<file path="config.mk">
export PLATFORM = sky130hd
export DESIGN_NAME = prescaled_mode_counter
export DESIGN_NICKNAME = d
export VERILOG_FILES = /design/src/rtl/prescaled_mode_counter_pkg.sv /design/src/rtl/tick_prescaler.sv /design/src/rtl/prescaled_mode_counter.sv
export SDC_FILE = /design/constraint.sdc
export NUM_CORES = 1
export LEC_CHECK = 0
export CORE_MARGIN = 4
export CORE_UTILIZATION = 24
export DETAILED_ROUTE_END_ITERATION = 8
export HOLD_SLACK_MARGIN = 0.15
export SLEW_MARGIN = 20
export SYNTH_ARGS = -nofsm -noshare
export SYNTH_HDL_FRONTEND = slang
export SYNTH_SLANG_ARGS = --single-unit
</file>
<file path="constraint.sdc">
create_clock -name clk -period 4.41 [get_ports clk]
set_clock_uncertainty 0.2 [all_clocks]
set_input_delay 1.323 -clock clk [delete_from_list [all_inputs] [get_ports clk]]
set_output_delay 1.323 -clock clk [all_outputs]
set_load 0.01 [all_outputs]
</file>
<file path="src/rtl/prescaled_mode_counter_pkg.sv">
// Shared types for the prescaled mode counter: counting modes and direction encodings.
package counter_pkg;

    typedef enum logic [1:0] {
        MODE_WRAP     = 2'd0,
        MODE_SATURATE = 2'd1,
        MODE_BOUNCE   = 2'd2,
        MODE_ONESHOT  = 2'd3
    } mode_e;

    localparam logic DIR_UP   = 1'b1;
    localparam logic DIR_DOWN = 1'b0;

endpackage

</file>
<file path="src/rtl/tick_prescaler.sv">
// Divide-by-DIV prescaler; tick_en marks the enabled clock that completes a DIV-cycle period.
module tick_prescaler #(
    parameter int unsigned DIV = 5
) (
    input  logic clk,
    input  logic reset_n,
    input  logic enable,
    input  logic clear,
    output logic tick_en
);

    localparam int unsigned PW = (DIV > 1) ? $clog2(DIV) : 1;
    localparam logic [PW-1:0] LAST = PW'(DIV - 1);

    logic [PW-1:0] cnt;

    assign tick_en = enable && (cnt == LAST);

    always_ff @(posedge clk or negedge reset_n) begin
        if (!reset_n) begin
            cnt <= '0;
        end else if (clear || tick_en) begin
            cnt <= '0;
        end else if (enable) begin
            cnt <= cnt + PW'(1);
        end
    end

endmodule

</file>
<file path="src/rtl/prescaled_mode_counter.sv">
// LED counter stepped by a DIV-cycle prescaler, with load, terminal value and four boundary modes.
module prescaled_mode_counter
    import counter_pkg::*;
#(
    parameter int unsigned WIDTH = 4,
    parameter int unsigned DIV   = 5
) (
    input  logic             clk,
    input  logic             reset_n,
    input  logic             enable,
    input  logic             dir,
    input  logic [1:0]       mode,
    input  logic             load,
    input  logic [WIDTH-1:0] load_value,
    input  logic [WIDTH-1:0] max_value,
    output logic [WIDTH-1:0] leds,
    output logic             tick,
    output logic             tc,
    output logic             dir_out,
    output logic             done
);

    logic             step;
    logic             bounce_dir;
    mode_e            mode_sel;
    logic             eff_dir;
    logic             at_bound;
    logic [WIDTH-1:0] next_leds;
    logic             next_bdir;
    logic             next_done;

    tick_prescaler #(.DIV(DIV)) u_prescaler (
        .clk     (clk),
        .reset_n (reset_n),
        .enable  (enable),
        .clear   (load),
        .tick_en (step)
    );

    always_comb begin
        mode_sel  = mode_e'(mode);
        eff_dir   = (mode_sel == MODE_BOUNCE) ? bounce_dir : dir;
        at_bound  = (eff_dir == DIR_UP) ? (leds >= max_value) : (leds == '0);
        next_leds = leds;
        next_bdir = bounce_dir;
        next_done = done;
        if (!at_bound) begin
            next_leds = (eff_dir == DIR_UP) ? leds + WIDTH'(1) : leds - WIDTH'(1);
        end else begin
            case (mode_sel)
                MODE_WRAP: begin
                    next_leds = (eff_dir == DIR_UP) ? '0 : max_value;
                end
                MODE_SATURATE: begin
                    if (eff_dir == DIR_UP && leds > max_value) begin
                        next_leds = max_value;
                    end
                end
                MODE_BOUNCE: begin
                    // Reverse, then take one step the other way; guards keep 0 from wrapping.
                    next_bdir = ~bounce_dir;
                    if (eff_dir == DIR_UP) begin
                        next_leds = (leds == '0) ? '0 : leds - WIDTH'(1);
                    end else begin
                        next_leds = (max_value == '0) ? '0 : WIDTH'(1);
                    end
                end
                MODE_ONESHOT: begin
                    next_done = 1'b1;
                end
                default: begin
                    next_leds = leds;
                end
            endcase
        end
    end

    always_ff @(posedge clk or negedge reset_n) begin
        if (!reset_n) begin
            leds       <= '0;
            tick       <= 1'b0;
            tc         <= 1'b0;
            done       <= 1'b0;
            dir_out    <= DIR_UP;
            bounce_dir <= DIR_UP;
        end else if (load) begin
            leds       <= load_value;
            bounce_dir <= dir;
            done       <= 1'b0;
            tick       <= 1'b0;
            tc         <= 1'b0;
        end else if (step) begin
            tick <= 1'b1;
            if (done) begin
                tc <= 1'b0;
            end else begin
                leds       <= next_leds;
                tc         <= at_bound;
                dir_out    <= eff_dir;
                bounce_dir <= next_bdir;
                done       <= next_done;
            end
        end else begin
            tick <= 1'b0;
            tc   <= 1'b0;
        end
    end

endmodule

</file>
==> impl_metrics.toml, run 1 <==
[drt]
routed_wl_um = 2820
viasPerCell = 5.12
wl_met2_um = 1220
drt-initial-drc-count = 41
drc_errors = 0
route.met3.wl_um = 145
drtAntennaViolNets = 0
drt_first_pass_iters = 4
routed.top_layer = "met4"
vias = 1034
wl_per_cell_um = 14.0
wirelength_met1_um = 1410

[critical_path]
path_cells = "clkdlybuf4s50_1 > inv_1 > ha_1 > and2b_2 > o211ai_1 > a31o_2 > mux2i_1 > o211ai_1"
cp_common_cell = "o211ai_1"
crit_required_ps = 4330
cp_slowest_cell = "clkdlybuf4s50_1"
endpoint_kind = "flop"
worstSetupPathType = "in2reg"
cp.arrival_ps = 3450
reg2reg_slack_ps = 2080
crit_fanout = 6
startpoint_type = "primary input"
slowest_delay_ps = 540

[floorplan]
pin_count = 23
core_area_um2 = 4500
rows = 24
die_x_um = 77.2
die_h_um = 77.2
die_area_um2 = 5960
start_util_pct = 25.5

[yosys]
netlist_area_um2 = 1150
synth-async-reset-ratio_pct = 100
ys_seq_area_share_pct = 26.4
avgSynthCellArea_um2 = 9.12
syn-instance-count = 126
synth_seq_cells = 12
synth_edf_count = 0
synth_ff_type = "dfrtp_1"
yosysWarnings = 0
ys_types = 42
synthesis.nets = 154

[clock_tree]
cts.repair.resized = 0
post-cts-setup-buffers = 0
clkSinkCount = 12
cts_hold_buf = 0
cts_buffers = 3
ctsLongestPathBuffers = 2
insertion_delay_ps = 240
root_buffer = "clkbuf_8"
clkSlewWorstSetupHoldPaths_ps = 50
cts_tree = "done"
htree_levels = 1

[timing]
finalSetupViolCount = 0
slew_violations = 0
hold_violations = 0
slew_headroom_pct = 63.7
tightestPinTransition_ps = 543
fin_crit_ps = 3530
fmax_mhz = 283
rsz0062_at_grt = "false"
fin_crit_sh_pct = 80.1
timing.hold.ws_ps = 332
setup-tns-final_ps = 0

[grt]
grt_pass1_wl_um = 4820
grt_max_degree = 16
grt_pass1_vias = 998
grt_util_all_layers_pct = 9.96
gr-total-overflow = 0
antenna_found_initial = 0

[placement]
gp_congestion = 0.845
dp_hpwl_um = 2240
portBuffers = 22
place_area_um2 = 1410
placedCellCount = 198

[final_layout]
syn2layout_area_growth_pct = 27.9
fin_cells = 202
diodes = 0
final_nets = 179
fin_area_um2 = 1470
post_route_cells_drive_above_1_share_pct = 13.3

[flow_run]
maxCapViolations = 0

[pwr]
vdd_ir_drop_max_mv = 0.156
p_leak_uw = 0.000615
powerDensity_nw_per_um2 = 334

[outcome]
status = "finished, final reports clean"

[hold_path]
min_path_type = "reg2reg"
[registers in the layout, indices dropped and copies added (netlist names)]
name / count
done: 1
bounce_dir: 1
u_prescaler.cnt: 3
tc: 1
tick: 1
leds: 4
dir_out: 1
[critical path, delay by kind of cell]
kind / cells / cell delay, ps
adder cells (fa/ha/maj): 1 / 310
AND/OR/NAND/NOR: 1 / 200
buffers and inverters: 2 / 610
multiplexers: 1 / 210
AO/OA/AOI/OAI: 3 / 810
[synth_stat cells, types with 2 or more instances]
library cell	instances	share of area [%]
nor3_1	2	0.87
o211ai_1	4	2.6
dfstp_2	2	4.6
a22oi_1	2	1.3
nor2_1	6	2.0
a21oi_1	12	5.2
ha_1	13	14
nand3_1	5	2.2
nand2b_1	3	1.6
xnor2_1	5	3.8
dfrtp_1	10	22
and3_1	3	1.6
o21ai_0	2	0.87
buf_6	2	2.0
nand2_1	9	2.9
mux2i_1	4	3.5
a31oi_1	5	2.7
o22ai_1	2	1.1
inv_1	12	3.9
[final timing paths]
kind | endpoint | cells past startpoint | from
hold / removal | dir_out$_DFFE_PN1P_ | 2 | dir_out$_DFFE_PN1P_
min in group asynchronous | tc$_DFF_PN0_ | 1 | reset_n
hold reg to reg | dir_out$_DFFE_PN1P_ | 2 | dir_out$_DFFE_PN1P_
setup / recovery | leds[3]$_DFFE_PN0P_ | 8 | max_value[1]
max in group asynchronous | dir_out$_DFFE_PN1P_ | 1 | reset_n
setup reg to reg | leds[3]$_DFFE_PN0P_ | 7 | leds[0]$_DFFE_PN0P_
[final cells by class]
cell class                      instances  area (um^2)
Fill cell                             491         3040
Multi-Input combinational cell         99          773
Clock buffer                            4         55.1
Sequential cell                        12          303
Inverter                               12         45.0
Timing Repair Buffer                   23          228
Tap cell                               52         65.1
[per-stage QoR]
step | setup slack, ps | total power, uW | utilization, %
6_report | 877 | 491 | 32.6
5_1_grt | 696 | 535 | 32.6
4_1_cts | 870 | 496 | 32.6
3_5_place_dp | 598 | 370 | 31.4
3_3_place_gp | 589 | 371 | 31.4
2_1_floorplan | 1390 | 297 | -
[cell usage in the layout (no fill, tap or decap), types with 2 or more instances in the layout]
cell type	n
xnor2_1	5
nand2b_1	3
nand3_1	5
a22oi_1	2
inv_1	12
dfrtp_1	10
ha_1	13
dfstp_2	2
clkbuf_8	4
o21ai_0	2
o22ai_1	2
a21oi_1	12
and3_1	3
clkdlybuf4s50_1	22
mux2i_1	4
nand2_1	9
nor2_1	6
o211ai_1	4
a31oi_1	5
nor3_1	2
[report_power, final]
group / internal [uW] / switching [uW]
combinational: 109 / 104
sequential: 124 / 30.7
clock: 79.0 / 44.1
[logic make-up after synthesis]
family	after synthesis	share of synthesized area, %
xor gates and xnor gates	5	3.81
muxes	6	6.75
buffers and inverters	15	6.32
adders and majority gates	13	14.2
and+or+nand+nor	35	17.2
DFF	12	26.4
AOI/OAI and AO/OA	40	25.4
[routing by layer]
layer,vias to the layer above,GRT usage (%)
met2,36,14.7
li1,516,-
met3,6,2.58
met1,476,14.0
met4,0,3.38
met5,-,0
Power figures use the tool's default switching activity.
==> run 2, diff against run 1 <==
==> constraint.sdc (replaced) <==
create_clock -name clk -period 3.6 [get_ports clk]
set_clock_uncertainty 0.2 [all_clocks]
set_input_delay 1.08 -clock clk [delete_from_list [all_inputs] [get_ports clk]]
set_output_delay 1.08 -clock clk [all_outputs]
set_load 0.01 [all_outputs]
==> run 2 against run 1 <==
  * First-iteration DRC count fell by 41%
  * Design area rose by 0.51%
  * Total power rose by 24%
  * Die area did not move
  * Setup slack got worse by 550 ps
  * Critical path type unchanged
  * Critical endpoint is now leds[1]$_DFFE_PN0P_
==> impl_metrics.toml, run 2 (same netlist as run 1, synthesis figures left out) <==
[pwr]
p_seq_share_pct = 31.1
power.internal_uw = 386
p_leak_uw = 0.000620
power.share.clock_pct = 24.3
p_sw_uw = 223
p_sw_share_pct = 36.5
vdd_ir_drop_max_mv = 0.177
comb_power_share_pct = 44.6
powerDensity_nw_per_um2 = 412
power_uw = 609

[timing]
slew_violations = 0
fin_crit_sh_pct = 91.0
setup_ws_ps = 324
fmax_mhz = 305
timing.hold.ws_ps = 326
hold_violations = 0
slew_headroom_pct = 63.4
finalSetupViolCount = 0
setup-tns-final_ps = 0
rsz0062_at_grt = "false"
tightestPinTransition_ps = 548
fin_crit_ps = 3280

[grt]
grt_util_all_layers_pct = 9.85
grt.met2_usage_pct = 14.7
antenna_found_initial = 0
grt_pass1_vias = 969
gr-total-overflow = 0
grt.met3_usage_pct = 2.46
groute.layer.met1.usage_pct = 14.0
grt_pass1_wl_um = 4720
busiest_layer = "met2"
grt_max_degree = 13

[clock_tree]
cts_buffers = 3
insertion_delay_ps = 240
htree_levels = 1
root_buffer = "clkbuf_8"
ctsLongestPathBuffers = 2
cts.repair.resized = 0
post-cts-setup-buffers = 0
cts_tree = "done"
cts_hold_buf = 0
clkSinkCount = 12
clkSlewWorstSetupHoldPaths_ps = 50

[critical_path]
startpoint_type = "primary input"
crit_fanout = 7
path_buf_inv = 2
endpoint = "leds[1]$_DFFE_PN0P_"
reg2reg_slack_ps = 1310
cp.arrival_ps = 3190
endpoint_kind = "flop"
crit_required_ps = 3510
r2r-end = "leds[1]$_DFFE_PN0P_"
cp_top_family = "compound AO/OA/AOI/OAI gates"
worstSetupPathType = "in2reg"
crit_start = "mode[0]"
path_cells = "clkdlybuf4s50_1 > inv_1 > ha_1 > mux2i_4 > a41oi_2 > a41o_2 > a211oi_1 > o22ai_1"
cp.depth = 8
slowest_delay_ps = 460
rr_worst_depth = 7
regToRegStartpoint = "leds[0]$_DFFE_PN0P_"
cp_slowest_cell = "clkdlybuf4s50_1"

[placement]
dp_hpwl_um = 2300
gp_congestion = 0.904
dp_worst_setup_slack_ps = 83.2
placedCellCount = 199
portBuffers = 22

[final_layout]
fin_cells = 203
regMostFlops = "leds"
post_route_cells_drive_above_1_share_pct = 13.9
diodes = 0
syn2layout_area_growth_pct = 28.5
final_nets = 180
largest_reg_flops = 4
reg_top3 = "leds x4, u_prescaler.cnt x3"
layout_common_cells = "clkdlybuf4s50_1, ha_1, inv_1, a21oi_1, dfrtp_1"
layout_commonest_cell = "clkdlybuf4s50_1"

[outcome]
status = "finished, final reports clean"

[drt]
wl_per_cell_um = 14.3
viasPerCell = 5.19
drc_errors = 0
drtAntennaViolNets = 0
drt-initial-drc-count = 24
drt_first_pass_iters = 4
vias = 1053
routed_wl_um = 2910

[floorplan]
pin_count = 23
core_area_um2 = 4500
die_h_um = 77.2
rows = 24
die_x_um = 77.2
start_util_pct = 25.5
die_area_um2 = 5960

[flow_run]
maxCapViolations = 0

[hold_path]
min_path_type = "reg2reg"
[run 2: cell types whose count changed in the layout (fill, tap and decap cells not counted)]
cell and change:
buf_4 +1
[run 2: power by group through the flow]
stage                     clock network [uW]  logic [uW]  registers (uW)
final                                    148         272             189
after global routing                     159         297             194
after CTS                                152         271             190
after detailed placement                   0         270             191
after global placement                     0         270             192
after floorplan                            0         183             181
[run 2: metal layers]
layer	vias up	part of all wire, %
met1	497	50
met5	-	0
li1	520	-
met3	2	5.9
met2	34	44
met4	0	0.34
[run 2: worst register-to-register path: stages, from the launching register on]
cell and delay [ps]:
dfrtp_1 450, inv_1 180, ha_1 240, or3b_2 500, o2111ai_1 120, a21oi_1 100, a211oi_1 260, o22ai_1 120
[run 2: how the worst min path moves through the flow]
stage          depth (start not counted)  slack, ps                             end                           start
2_1_floorplan                          2        320  u_prescaler.cnt[2]$_DFFE_PN0P_  u_prescaler.cnt[2]$_DFFE_PN0P_
3_3_place_gp                           2        340             dir_out$_DFFE_PN1P_             dir_out$_DFFE_PN1P_
3_5_place_dp                           2        320             dir_out$_DFFE_PN1P_             dir_out$_DFFE_PN1P_
4_1_cts                                2        330             dir_out$_DFFE_PN1P_             dir_out$_DFFE_PN1P_
5_1_grt                                2        340             dir_out$_DFFE_PN1P_             dir_out$_DFFE_PN1P_
6_report                               2        330             dir_out$_DFFE_PN1P_             dir_out$_DFFE_PN1P_
[run 2: cell type report]
cell class              count  area, um^2
well taps                  52        65.1
flip-flops and latches     12         303
clock buffers               4        55.1
repair buffers             24         235
multi-input cells          99         773
fillers                   478        3030
inverters                  12        45.0
[run 2: through the flow]
| stage | utilization [%] | instance area [um^2] |
|---|---|---|
| floorplan | - | 1150 |
| global placement | 31.6 | 1420 |
| detailed placement | 31.6 | 1420 |
| CTS | 32.8 | 1480 |
| global route | 32.8 | 1480 |
| finish | 32.8 | 1480 |
==> run 3, diff against run 2 <==
--- a/config.mk
+++ b/config.mk
@@ -6,9 +6,10 @@
 export NUM_CORES = 1
 export LEC_CHECK = 0
 export CORE_MARGIN = 4
-export CORE_UTILIZATION = 24
+export CORE_UTILIZATION = 51
 export DETAILED_ROUTE_END_ITERATION = 8
 export HOLD_SLACK_MARGIN = 0.15
+export PLACE_DENSITY = 0.79
 export SLEW_MARGIN = 20
 export SYNTH_ARGS = -nofsm -noshare
 export SYNTH_HDL_FRONTEND = slang
==> run 3 against run 2 <==
  * Routed wire length shrank 2.4%
  * Core utilization grew 36 points
  * Critical endpoint is now leds[3]$_DFFE_PN0P_
  * Global-route usage grew 9.7 points
  * Via count grew 1.1%
  * Critical path type unchanged
==> impl_metrics.toml, run 3 (same netlist as run 1, synthesis figures left out) <==
[outcome]
status = "finished, final reports clean"

[floorplan]
die_x_um = 55.5
die_h_um = 55.5
die_area_um2 = 3080
rows = 16
pin_count = 23
core_area_um2 = 2040
start_util_pct = 56.3

[critical_path]
crit_fanout = 6
endpoint = "leds[3]$_DFFE_PN0P_"
cp.arrival_ps = 3250
rr_worst_depth = 7
regToRegStartpoint = "leds[0]$_DFFE_PN0P_"
reg2reg_slack_ps = 1180
crit_start = "max_value[1]"
r2r-end = "leds[3]$_DFFE_PN0P_"
crit_required_ps = 3550
worstSetupPathType = "in2reg"
startpoint_type = "primary input"
endpoint_kind = "flop"

[grt]
grt_max_degree = 15
antenna_found_initial = 0
grt_util_all_layers_pct = 19.6
grt_pass1_wl_um = 4950
grt_pass1_vias = 1032
gr-total-overflow = 0

[final_layout]
diodes = 0
layout_commonest_cell = "clkdlybuf4s50_1"
multi_input_area_um2 = 773
layout_common_cells = "clkdlybuf4s50_1, ha_1, inv_1, a21oi_1, dfrtp_1"
regArea_um2 = 303
final_nets = 179
regMostFlops = "leds"
n_fill_cell = 190
fin_util_pct = 69.0
post_route_cells_drive_above_1_share_pct = 12.7
reg_top3 = "leds x4, u_prescaler.cnt x3"
largest_reg_flops = 4
syn2layout_area_growth_pct = 22.7
fin_cells = 177

[clock_tree]
cts_tree = "done"
cts_hold_buf = 0
insertion_delay_ps = 270
htree_levels = 1
cts_buffers = 3
root_buffer = "clkbuf_4"
cts.repair.resized = 0
ctsLongestPathBuffers = 2
post-cts-setup-buffers = 0
clkSlewWorstSetupHoldPaths_ps = 80
clkSinkCount = 12

[placement]
placedCellCount = 173
gp_congestion = 0.842
dp_hpwl_um = 2250
portBuffers = 22

[drt]
viasPerCell = 6.02
drc_errors = 0
wl_per_cell_um = 16.0
vias = 1065
drt_first_pass_iters = 4
drtAntennaViolNets = 0
drt-initial-drc-count = 18
routed_wl_um = 2840

[timing]
tightestPinTransition_ps = 529
fin_crit_ps = 3300
finalSetupViolCount = 0
slew_headroom_pct = 64.6
hold_violations = 0
timing.hold.ws_ps = 326
slew_violations = 0
fmax_mhz = 303
setup-tns-final_ps = 0
fin_crit_sh_pct = 91.6
rsz0062_at_grt = "false"

[flow_run]
maxCapViolations = 0

[pwr]
p_sw_share_pct = 39.4
vdd_ir_drop_max_mv = 0.208
p_leak_uw = 0.000602
p_seq_share_pct = 34.6
powerDensity_nw_per_um2 = 385
power.internal_uw = 329
p_sw_uw = 214
comb_power_share_pct = 49.1
power.share.clock_pct = 16.3

[hold_path]
min_path_type = "reg2reg"
## run 3: power groups by stage
stage	sequential, uW	clock [uW]	combinational (uW)
final	188	88.2	266
after global placement	188	0	261
after CTS	187	88.6	266
after floorplan	181	0	183
after detailed placement	189	0	264
after global routing	189	96.7	295
## run 3: worst min-delay path by stage
stage | end | start | cells after the start | slack (ps)
after detailed placement | dir_out$_DFFE_PN1P_ | dir_out$_DFFE_PN1P_ | 2 | 320
after global routing | dir_out$_DFFE_PN1P_ | dir_out$_DFFE_PN1P_ | 2 | 360
after CTS | dir_out$_DFFE_PN1P_ | dir_out$_DFFE_PN1P_ | 2 | 330
after global placement | dir_out$_DFFE_PN1P_ | dir_out$_DFFE_PN1P_ | 2 | 330
final | dir_out$_DFFE_PN1P_ | dir_out$_DFFE_PN1P_ | 2 | 330
after floorplan | u_prescaler.cnt[2]$_DFFE_PN0P_ | u_prescaler.cnt[2]$_DFFE_PN0P_ | 2 | 320
## run 3: routing by layer
layer | vias up | routed length [um] | track usage (%)
li1 | 522 | - | -
met1 | 510 | 1310 | 25.6
met2 | 31 | 1360 | 33.3
met3 | 2 | 137 | 3.03
met4 | 0 | 25 | 5.21
met5 | - | 0 | 0
## run 3: critical path, cell delays in order
cell and delay (ps):
clkdlybuf4s50_1 520, inv_1 60, ha_1 320, and2b_2 200
o211ai_1 440, a31o_2 320, mux2i_1 210, o211ai_1 100
## run 3: layout make-up
class | count | share of cell area [%]
flip-flops and latches | 12 | 21.5
repair buffers | 23 | 16.2
clock buffers | 4 | 1.87
inverters | 12 | 3.20
multi-input cells | 99 | 54.9
well taps | 27 | 2.40
## run 3: metrics by stage
step | setup WS [ps] | instance area, um^2 | total power [uW]
after detailed placement | 52.0 | 1380 | 453
after global routing | 136 | 1410 | 581
after floorplan | 821 | 1150 | 363
final | 303 | 1410 | 542
after global placement | 58.1 | 1380 | 450
after CTS | 326 | 1410 | 541
